[src/rtl/count_check_pkg.sv]
// Shared types and constants for the down-counter checker.
package count_check_pkg;

  // Checker FSM states
  typedef enum logic [1:0] {
    ST_SYNC  = 2'd0,
    ST_TRACK = 2'd1,
    ST_FAULT = 2'd2
  } state_e;

  // Width of the saturating error / wrap tallies
  localparam int TALLY_W = 8;

  // Width of the consecutive-miss counter; holds FAULT_RUN up to 15
  localparam int MISS_W = 4;

  // Largest tally value; the counters stick here
  localparam logic [TALLY_W-1:0] TALLY_MAX = {TALLY_W{1'b1}};

  // Saturating increment used by the tally counters
  function automatic logic [TALLY_W-1:0] sat_inc(input logic [TALLY_W-1:0] v);
    return (v == TALLY_MAX) ? v : v + TALLY_W'(1);
  endfunction

endpackage

[src/rtl/down_count_checker_sat_counter8.sv]
// 8-bit saturating event counter with synchronous clear.
module sat_counter8
  import count_check_pkg::*;
(
  input  logic               i_clk,
  input  logic               i_clr,
  input  logic               i_inc,
  output logic [TALLY_W-1:0] o_value
);

  logic [TALLY_W-1:0] r_value;

  // Clear wins over increment; increment sticks at the maximum
  always_ff @(posedge i_clk) begin
    // NOTE: sequential state uses non-blocking assignments so every flop
    // samples pre-edge values regardless of statement order.
    if (i_clr) begin
      r_value <= '0;
    end else if (i_inc) begin
      r_value <= sat_inc(r_value);
    end
  end

  assign o_value = r_value;

endmodule

[config.mk]
export PLATFORM = sky130hd
export DESIGN_NAME = sat_counter8
export DESIGN_NICKNAME = d
export VERILOG_FILES = /design/src/rtl/count_check_pkg.sv /design/src/rtl/down_count_checker_sat_counter8.sv
export SDC_FILE = /design/constraint.sdc
export NUM_CORES = 1
export LEC_CHECK = 0
export BUFFER_PORTS_ARGS = -buffer_cell sky130_fd_sc_hd__buf_2
export CORE_AREA = 2 2 39 41
export CTS_CLUSTER_DIAMETER = 120
export DETAILED_ROUTE_END_ITERATION = 12
export DIE_AREA = 0 0 41 43
export GPL_ROUTABILITY_DRIVEN = 0
export MAX_ROUTING_LAYER = met4
export PLACE_DENSITY = 0.59
export SLEW_MARGIN = 20
export SYNTH_ARGS = -nofsm -noshare
export SYNTH_HDL_FRONTEND = slang
export SYNTH_SLANG_ARGS = --single-unit
[constraint.sdc]
create_clock -name i_clk -period 1.9 [get_ports i_clk]
set_input_delay 0.095 -clock i_clk [delete_from_list [all_inputs] [get_ports i_clk]]
set_output_delay 0.095 -clock i_clk [all_outputs]
set_load 0.005 [all_outputs]
==> summary.txt, run 1 <==
Run status
  – Run status: finished, final reports clean

Setup path
  – Worst EP arrival: 1660 ps
  – Worst path depth: 4
  – WS Path Type: flop to flop
  – WP buf/inv: 0
  – Crit-path slowest cell: dfxtp_1
  – Crit end category: flop
  – FF-to-FF Start: o_value[0]
  – Crit Reg-Reg Endpoint: o_value[0]
  – Crit-path cells: ha_1 -> and3_1 -> a21boi_2 -> mux2_4
  – CP Max Fanout: 6
  – CP Launch Type: flop
  – Max incr delay on CP: about 350 ps
  – R2r setup slk: 380 ps
  – Register-to-Register Path Depth: 4
  – CP top delay family: flip-flops
  – Worst path required time: 2040 ps

CTS
  – Root buf cell: clkbuf_4
  – Sink Count: 8
  – Clock-pin slew on the worst setup and hold paths: 60 ps
  – Setup Fix Bufs, Post-CTS: 0
  – H-Tree Depth: 1
  – Post-CTS Hold Buffers: 0
  – CTS tree: yes
  – Post-CTS Resized: 0
  – Clock Path Buffers: 2
  – Clock Latency Late Sink: 250 ps
  – CTS Buf Count: 3

Detailed routing
  – Via density: ~5.4
  – Vias: ~400
  – DRC: 0
  – Antenna-violating nets left: 0
  – Drt pass-1 iters: 2
  – WL/cell: 11.9 µm
  – Initial DRC Count: 4
  – Detailed Route WL: roughly 870 µm

STA
  – Worst Tran Pin Value: 299 ps
  – Final hold vios: 0
  – Final Max Tran Viols: 0
  – Slew HR: 0.801
  – Setup TNS: 0 ps
  – RSZ-0062 raised after global routing: false
  – Setup Skew: 2.57 ps
  – Final Critical Period: 1520 ps
  – Fmax: 659 MHz
  – Final cycle utilization of the critical path: 0.798
  – Setup violations, final: 0

Job
  – Number of max-cap violations: 0

Yosys
  – Post-synthesis cell count: 45
  – Synth area leader: dfxtp_1
  – Share of the synthesized area in the top cell type: 0.364
  – Sequential share of the synthesized area: 0.364
  – Syn. warnings: 0
  – Area of the mapped netlist: 440 µm²
  – Post-Syn Area per Cell: 9.79 µm²
  – Dominant cells by area after synthesis: dfxtp_1 (36%), mux2_4 (6.8%), a211oi_1 (5.1%)
  – Post-synth cell types: 25
  – Synth Net Count: 49
  – Synth Register Bits: 8

Floorplanning
  – DIE HEIGHT: ~43 µm
  – Row count: 14
  – Number of I/O pins: 11
  – Die area: roughly 1800 µm²
  – Starting Density: 0.318
  – Core Area: 1380 µm²
  – Die width: 41 µm

Placed design
  – DP Area: 494 µm²
  – IO buf count: 10
  – DP HPWL: about 630 µm

Layout
  – Util after Layout: 0.373
  – Commonest non-fill, non-tap cells in the layout: buf_2 (10), dfxtp_1 (8)
  – Fillers: 156
  – Antenna diodes: 0
  – Layout cell share with drive strength beyond 1: 0.333
  – Max reg flops: 8
  – Design area: 517 µm²
  – Synth-to-Final Area Change: 17.3%
  – Most common cell after layout, fill and taps aside: buf_2
  – Fin nets: 63

Global routing
  – Tot GR Track Use: 0.137
  – Pin count of the biggest net entering global routing: 12
  – First-pass GRT wire length: 1560 µm
  – Total gr overflow: 0
  – Vias in the first global route: 384
  – Initial antenna violation count: 0

Power and ir drop
  – Pwr Density: 650 nW/µm²
  – Total Power: 336 µW
  – Leak: 0.000220 µW
  – Max IR drop VDD: 0.000292 V

Worst hold path
  – Tightest Hold Check Type: input pin to flop
  – HP Start: i_clr
  – Min-Delay Endpoint: o_value[2]
  – WHS Path Cells: 2
-- power breakdown --
| part | switching (µW) | leakage, µW | total (µW) | internal (µW) |
|---|---|---|---|---|
| Clock | 58.0 | 0.0000138 | 130 | 72.3 |
| Combinational | 13.7 | 0.000141 | 28.3 | 14.5 |
| Sequential | 5.30 | 0.0000648 | 177 | 172 |
-- worst max-delay path by stage --
| stage | startpoint | end | slack [ps] |
|---|---|---|---|
| 3_5_place_dp | o_value[0] | o_value[0] | 390 |
| 2_1_floorplan | o_value[0] | o_value[0] | 470 |
| 5_1_grt | o_value[0] | o_value[0] | 320 |
| 6_report | o_value[0] | o_value[0] | 380 |
| 3_3_place_gp | o_value[0] | o_value[0] | 450 |
| 4_1_cts | o_value[0] | o_value[0] | 380 |
-- area by class of cell --
| class | count | area [µm²] | share of cell area |
|---|---|---|---|
| inverters | 1 | 3.75 | 0.00726 |
| multi-input cells | 34 | 253 | 0.489 |
| flip-flops and latches | 8 | 160 | 0.310 |
| clock buffers | 3 | 22.5 | 0.0436 |
| well taps | 16 | 20.0 | 0.0387 |
| repair buffers | 11 | 57.6 | 0.111 |
-- cells by family (layout without fill, tap and decap cells) --
| kind of cell | count (synthesis) | in the layout | synth area share |
|---|---|---|---|
| AOI/OAI and AO/OA | 12 | 12 | 0.210 |
| DFF | 8 | 8 | 0.364 |
| adders and majority gates | 1 | 1 | 0.0284 |
| muxes | 3 | 3 | 0.0909 |
| and+or+nand+nor | 18 | 18 | 0.244 |
| buffers and inverters | 3 | 15 | 0.0625 |
-- layer usage --
layer,share of wire,track usage,up-vias
met4,0,0.0400,0
met1,0.50,0.172,183
met2,0.43,0.184,12
met5,0,-,-
li1,-,-,197
met3,0.070,0.0785,0
-- cells in the mapped netlist (all sizes together) --
cell / instances
dlymetal6s2s: 1
a21oi: 2
nand3: 1
dfxtp: 8
a31oi: 3
a21boi: 1
nor2: 3
nor2b: 3
nand2: 1
and3: 2
buf: 1
inv: 1
nor3: 1
nand2b: 2
mux2: 2
mux2i: 1
nor3b: 1
ha: 1
a211oi: 3
a41oi: 1
a311oi: 2
and4: 2
nand4: 2
-- stage by stage --
stage,hold WS [ps],std cells,worst slack [ps]
detailed placement,420,70,394
CTS,155,73,383
floorplan,300,45,470
global placement,420,70,445
global route,158,73,324
finish,151,73,383
No activity file was read; power rests on OpenSTA's default activity.
==> run 2, diff against run 1 <==
Settings changed: ABC_AREA from default to 1, PLACE_DENSITY 0.59 to 0.62.
Clock period 1.9 ns to 1.4 ns, I/O delays scaled along.
==> run 2 against run 1 <==
  * Routed wire length rose by 16%
  * Flip-flop and latch count did not move
  * Synthesized cell count rose by 60%
  * Count of clock-buffer cells in the layout did not move
  * Cell count rose by 38%
  * Via count rose by 20%
  * Cell area rose by 10%
  * Critical path depth rose by 2
  * Synthesized area rose by 8.2%
  * Clock power rose by 45%
  * Critical path type unchanged
  * Largest cell class unchanged
==> summary.txt, run 2 <==
CTS
  – Post-CTS Hold Buffers: 0 (unchanged)
  – Post-CTS Resized: 0 (unchanged)
  – Clock-pin slew on the worst setup and hold paths: 60 ps (about the same)
  – Sink Count: 8 (unchanged)
  – Clock Latency Late Sink: 260 ps (about the same)
  – Setup Fix Bufs, Post-CTS: 0 (unchanged)
  – H-Tree Depth: 1 (unchanged)
  – CTS tree: yes
  – CTS Buf Count: 3 (unchanged)
  – Clock Path Buffers: 2 (unchanged)
  – Root buf cell: clkbuf_4

Yosys
  – Synth Net Count: 76 (+55%)
  – Post-synth EDFFs: 0 (unchanged)
  – Synth Register Bits: 8 (unchanged)
  – Area of the mapped netlist: 477 µm² (+8.2%)
  – Share of the synthesized area in the top cell type: 0.336 (-0.0277)
  – Dominant cells by area after synthesis: dfxtp_1 (34%), nand2_1 (16%), nor2_1 (8.7%)
  – Count leader, synth: nand2_1
  – Post-Syn Area per Cell: 6.62 µm² (-32%)
  – Post-synth cell types: 15 (-40%)
  – Syn. warnings: 0 (unchanged)
  – Synth area leader: dfxtp_1
  – Sequential share of the synthesized area: 0.336 (-0.0277)
  – Top FF cell, synth: dfxtp_1
  – Post-synthesis cell count: 72 (+60%)
  – Ys async rst share: 0 (unchanged)
  – Post-synth top cells: nand2_1 (20), nor2_1 (11), inv_1 (9)

Placed design
  – DP HPWL: 717 µm (+14%)
  – Post-Place Cells: 97 (+39%)
  – DP Area: 536 µm² (+8.4%)
  – IO buf count: 10 (unchanged)

Global routing
  – First-pass GRT wire length: 1620 µm (+4.0%)
  – Initial antenna violation count: 0 (unchanged)
  – Vias in the first global route: 388 (+1.0%)
  – Total gr overflow: 0 (unchanged)
  – Tot GR Track Use: 0.144 (+0.00707)
  – Pin count of the biggest net entering global routing: 12 (unchanged)

Layout
  – Design area: 569 µm² (+10%)
  – Fin nets: 91 (+44%)
  – Layout Cells excl Fill: 101 (+38%)
  – Most common cell after layout, fill and taps aside: nand2_1
  – Layout cell share with drive strength beyond 1: 0.271 (-0.0627)
  – Synth-to-Final Area Change: 19.4%
  – Max reg flops: 8 (unchanged)
  – Antenna diodes: 0 (unchanged)
  – Commonest non-fill, non-tap cells in the layout: nand2_1 (19), nor2_1 (10), buf_2 (10), inv_1 (9), dfxtp_1 (8)

Floorplanning
  – Number of I/O pins: 11 (unchanged)
  – Core Area: 1380 µm² (unchanged)
  – DIE HEIGHT: 43 µm (unchanged)
  – Die area: 1760 µm² (unchanged)
  – Die width: 41 µm (unchanged)
  – Row count: 14 (unchanged)
  – Starting Density: 0.344 (+0.0262)

STA
  – Hold slack: 163 ps (+12.6 ps)
  – Fmax: 788 MHz (+20%)
  – Worst Tran Pin Value: 246 ps (-52.2 ps)
  – Final hold vios: 0 (unchanged)
  – Slew HR: 0.836 (+0.0346)
  – Final Critical Period: 1270 ps (-248 ps)
  – Setup violations, final: 0 (unchanged)
  – RSZ-0062 raised after global routing: false
  – Final cycle utilization of the critical path: 0.906 (+0.108)
  – Final Max Tran Viols: 0 (unchanged)
  – Setup TNS: 0 ps (unchanged)
  – Setup Skew: 2.12 ps (-0.453 ps)

Detailed routing
  – DRC: 0 (unchanged)
  – Via density: 4.65 (-13%)
  – WL/cell: 9.99 µm (-16%)
  – WL met2: 419 µm (+12%)
  – Highest routed layer: met4
  – Drt pass-1 iters: 4 (+2)
  – Vias: 470 (+20%)
  – Wl on met1: 494 µm (+13%)
  – Detailed Route WL: 1010 µm (+16%)
  – Initial DRC Count: 10 (+6)
  – Antenna-violating nets left: 0 (unchanged)
  – Met3 wire len: 60 µm (-1.6%)

Setup path
  – CP Launch Type: flop
  – Worst path required time: 1560 ps (-480 ps)
  – Crit-path slowest cell: dfxtp_1
  – WS Path Type: flop to flop
  – Worst EP arrival: 1430 ps (-230 ps)
  – CP Max Fanout: 6 (unchanged)
  – Crit-path cells: ha_1 -> inv_1 -> nor2_2 -> nand2_2 -> a21oi_1 -> nor2_1
  – Max incr delay on CP: 380 ps (+30 ps)
  – Crit end category: flop

Power and ir drop
  – Max IR drop VDD: 0.000431 V (+48%)
  – Pwr Density: 825 nW/µm² (+27%)
  – Leak: 0.000268 µW (+22%)
  – Total Power: 470 µW (+40%)

Job
  – Number of max-cap violations: 0 (unchanged)

Run status
  – Run status: finished, final reports clean

Worst hold path
  – Tightest Hold Check Type: input pin to flop
run 2: critical path: cells and delay by family (launching register included):
kind	cells	cell delay (ps)
AOI/OAI and AO/OA	1	170
adders and majority gates	1	230
buffers and inverters	1	60
DFF	1	380
and+or+nand+nor	3	320
run 2: metrics by stage:
stage / util / setup WS [ps]
2_1_floorplan: - / 172
3_3_place_gp: 0.387 / 118
3_5_place_dp: 0.387 / 44.4
4_1_cts: 0.403 / 30.8
5_1_grt: 0.411 / 2.19
6_report: 0.411 / 131
run 2: final cells by class:
type                       count  area [µm²]
inverter                       9        33.8
fill                         149         815
tap                           16        20.0
sequential                     8         160
clock buffer                   3        22.5
multi-input combinational     54         275
timing repair buffer          11        57.6
run 2: cell families (layout without fill, tap and decap cells):
| logic type | count (synthesis) | in the layout | share of synthesized area |
|---|---|---|---|
| AOI/OAI and AO/OA | 7 | 7 | 0.0735 |
| adders and majority gates | 1 | 1 | 0.0262 |
| buffers and inverters | 11 | 23 | 0.110 |
| DFF | 8 | 8 | 0.336 |
| and+or+nand+nor | 45 | 46 | 0.454 |
run 2: report_power, final:
group	switching, µW	total, µW	internal [µW]
Sequential	5.02	238	233
Clock	89.1	188	98.8
Combinational	24.0	43.2	19.2
Total	118	470	351
run 2: worst paths after layout:
kind                            cells after the start         end        from  slack, ps
worst min-delay path                                4  o_value[1]       i_clr        160
worst min register to register                      2  o_value[5]  o_value[5]        530
worst max register to register                      6  o_value[5]  o_value[1]        130
worst max-delay path                                6  o_value[5]  o_value[1]        130
run 2: layer usage:
metal / track usage / vias up
li1: - / 254
met1: 0.194 / 199
met2: 0.175 / 11
met3: 0.0314 / 6
met4: 0.120 / 0
met5: - / -
==> run 3, diff against run 2 <==
Settings changed: PLACE_DENSITY 0.62 to default, PLACE_DENSITY_LB_ADDON from default to 0.2.
==> run 3 against run 2 <==
  * Sequential share of layout area increased by 0.31 points
  * Core utilization fell by 0.45 points
  * Count of clock-buffer cells in the layout unchanged
  * Combinational power fell by 0.9%
  * Via count fell by 2.6%
  * Clock skew shrank 1.2 ps
  * Global-route usage down 0.47 points
  * Register-to-register slack gained 40 ps
  * Highest routed layer unchanged
==> summary.txt, run 3 (synthesis gave the netlist of run 2 again) <==
Layout
  – Fin nets: 90 (-1.1%)
  – Antenna diodes: 0 (unchanged)
  – Most common cell after layout, fill and taps aside: nand2_1
  – Synth-to-Final Area Change: 18.1%
  – Layout cell share with drive strength beyond 1: 0.262 (-0.00868)
  – Max reg flops: 8 (unchanged)
  – Commonest non-fill, non-tap cells in the layout: nand2_1 (19), nor2_1 (11), buf_2 (10), inv_1 (9), dfxtp_1 (8)

CTS
  – H-Tree Depth: 1 (unchanged)
  – Root buf cell: clkbuf_4
  – Post-CTS Hold Buffers: 0 (unchanged)
  – Sink Count: 8 (unchanged)
  – CTS Buf Count: 3 (unchanged)
  – Clock Path Buffers: 2 (unchanged)
  – Clock-pin slew on the worst setup and hold paths: 60 ps (about the same)
  – CTS tree: yes
  – Clock Latency Late Sink: 260 ps (about the same)

Setup path
  – Max incr delay on CP: 370 ps (about the same)
  – WS Path Type: flop to flop
  – WP buf/inv: 1 (unchanged)
  – FF-to-FF Start: o_value[1]
  – CP top delay family: flip-flops
  – Crit-path cells: ha_2 -> inv_1 -> nor2_1 -> nand2_2 -> a21oi_1 -> nor2_1
  – Worst EP arrival: 1390 ps (-40 ps)
  – CP Max Fanout: 11 (+5)
  – Crit end category: flop
  – R2r setup slk: 170 ps (+40 ps)
  – Most used cell, CP: nor2_1
  – Worst path depth: 6 (unchanged)
  – Crit Reg-Reg Endpoint: o_value[5]
  – Worst path required time: 1560 ps (about the same)
  – Register-to-Register Path Depth: 6 (unchanged)
  – Crit-path slowest cell: dfxtp_1
  – CP Launch Type: flop

Power and ir drop
  – Max IR drop VDD: 0.000429 V (-0.31%)
  – Leak: 0.000264 µW (-1.2%)
  – Total Power: 468 µW (-0.42%)
  – Pwr Density: 830 nW/µm² (+0.69%)

Global routing
  – Initial antenna violation count: 0 (unchanged)
  – Vias in the first global route: 380 (-2.1%)
  – Total gr overflow: 0 (unchanged)
  – Tot GR Track Use: 0.139 (-0.00472)
  – Pin count of the biggest net entering global routing: 12 (unchanged)
  – First-pass GRT wire length: 1580 µm (-2.5%)

Floorplanning
  – Number of I/O pins: 11 (unchanged)
  – Die area: 1760 µm² (unchanged)
  – Core Area: 1380 µm² (unchanged)
  – Starting Density: 0.344 (unchanged)
  – Row count: 14 (unchanged)
  – Die width: 41 µm (unchanged)
  – DIE HEIGHT: 43 µm (unchanged)

STA
  – Setup Skew: 0.946 ps (-1.17 ps)
  – Setup WS post-layout: 168 ps (+36.7 ps)
  – Final Max Tran Viols: 0 (unchanged)
  – Final cycle utilization of the critical path: 0.880 (-0.0262)
  – Final Critical Period: 1230 ps (-36.7 ps)
  – Slew HR: 0.823 (-0.0131)
  – RSZ-0062 raised after global routing: false
  – Final hold vios: 0 (unchanged)
  – Setup violations, final: 0 (unchanged)
  – Setup TNS: 0 ps (unchanged)
  – Worst Tran Pin Value: 266 ps (+19.6 ps)
  – Fmax: 812 MHz (+3.0%)

Placed design
  – DP HPWL: 661 µm (-7.9%)
  – IO buf count: 10 (unchanged)
  – Pre-CTS setup slack: 59.5 ps (+15.1 ps)

Worst hold path
  – WHS Path Cells: 4 (unchanged)
  – Tightest Hold Check Type: input pin to flop
  – Min-Delay Endpoint: o_value[4]
  – HP Start: i_clr

Detailed routing
  – Vias: 458 (-2.6%)
  – Drt pass-1 iters: 4 (unchanged)
  – Initial DRC Count: 2 (-8)
  – Detailed Route WL: 917 µm (-9.1%)
  – Via density: 4.58 (-1.6%)
  – DRC: 0 (unchanged)
  – WL/cell: 9.17 µm (-8.2%)
  – Antenna-violating nets left: 0 (unchanged)

Run status
  – Run status: finished, final reports clean

Job
  – Number of max-cap violations: 0 (unchanged)
==> run 3: metal layers <==
layer / routed length [µm] / up-vias / GRT usage
met5: 0 / - / -
met4: 25 / 0 / 0.100
met3: 38 / 4 / 0.0471
met2: 403 / 7 / 0.169
met1: 449 / 197 / 0.186
li1: - / 250 / -
==> run 3: worst max-delay path by stage <==
stage                          start          to  slack (ps)
after global routing      o_value[1]  o_value[5]           6
final                     o_value[1]  o_value[5]         170
after CTS                 o_value[1]  o_value[1]          40
after global placement    o_value[1]  o_value[5]          90
after detailed placement  o_value[1]  o_value[5]          60
after floorplan           o_value[0]  o_value[5]         170
==> run 3: tightest hold or removal path: cells and delay by family <==
family	cells	cell delay (ps)
buf+inv	2	190
simple gates	2	130
==> run 3: area by class of cell <==
cell class	count	area [µm²]
Tap cell	16	20.0
Timing Repair Buffer	11	57.6
Fill cell	154	821
Inverter	9	33.8
Clock buffer	3	22.5
Multi-Input combinational cell	53	269
Sequential cell	8	160
==> run 3: timing repair <==
action | 4_1_cts | 5_1_grt
endpoints found under the setup margin | 0 | 6
gates resized for setup | 0 | 2
buffers inserted | 0 | 0
==> run 3: per-stage QoR <==
stage	std cells	area, µm²	utilization	hold slack [ps]
after global placement	97	536	0.387	454
final	100	563	0.407	174
after CTS	100	558	0.403	190
after detailed placement	97	536	0.387	463
after global routing	100	563	0.407	227
after floorplan	72	477	-	296
==> run 3: report_power, final <==
group	leakage (µW)	switching, µW	internal, µW
Sequential	0.0000650	4.84	233
Combinational	0.000186	23.4	19.4
Clock	0.0000138	87.8	98.7
Total	0.000264	116	351
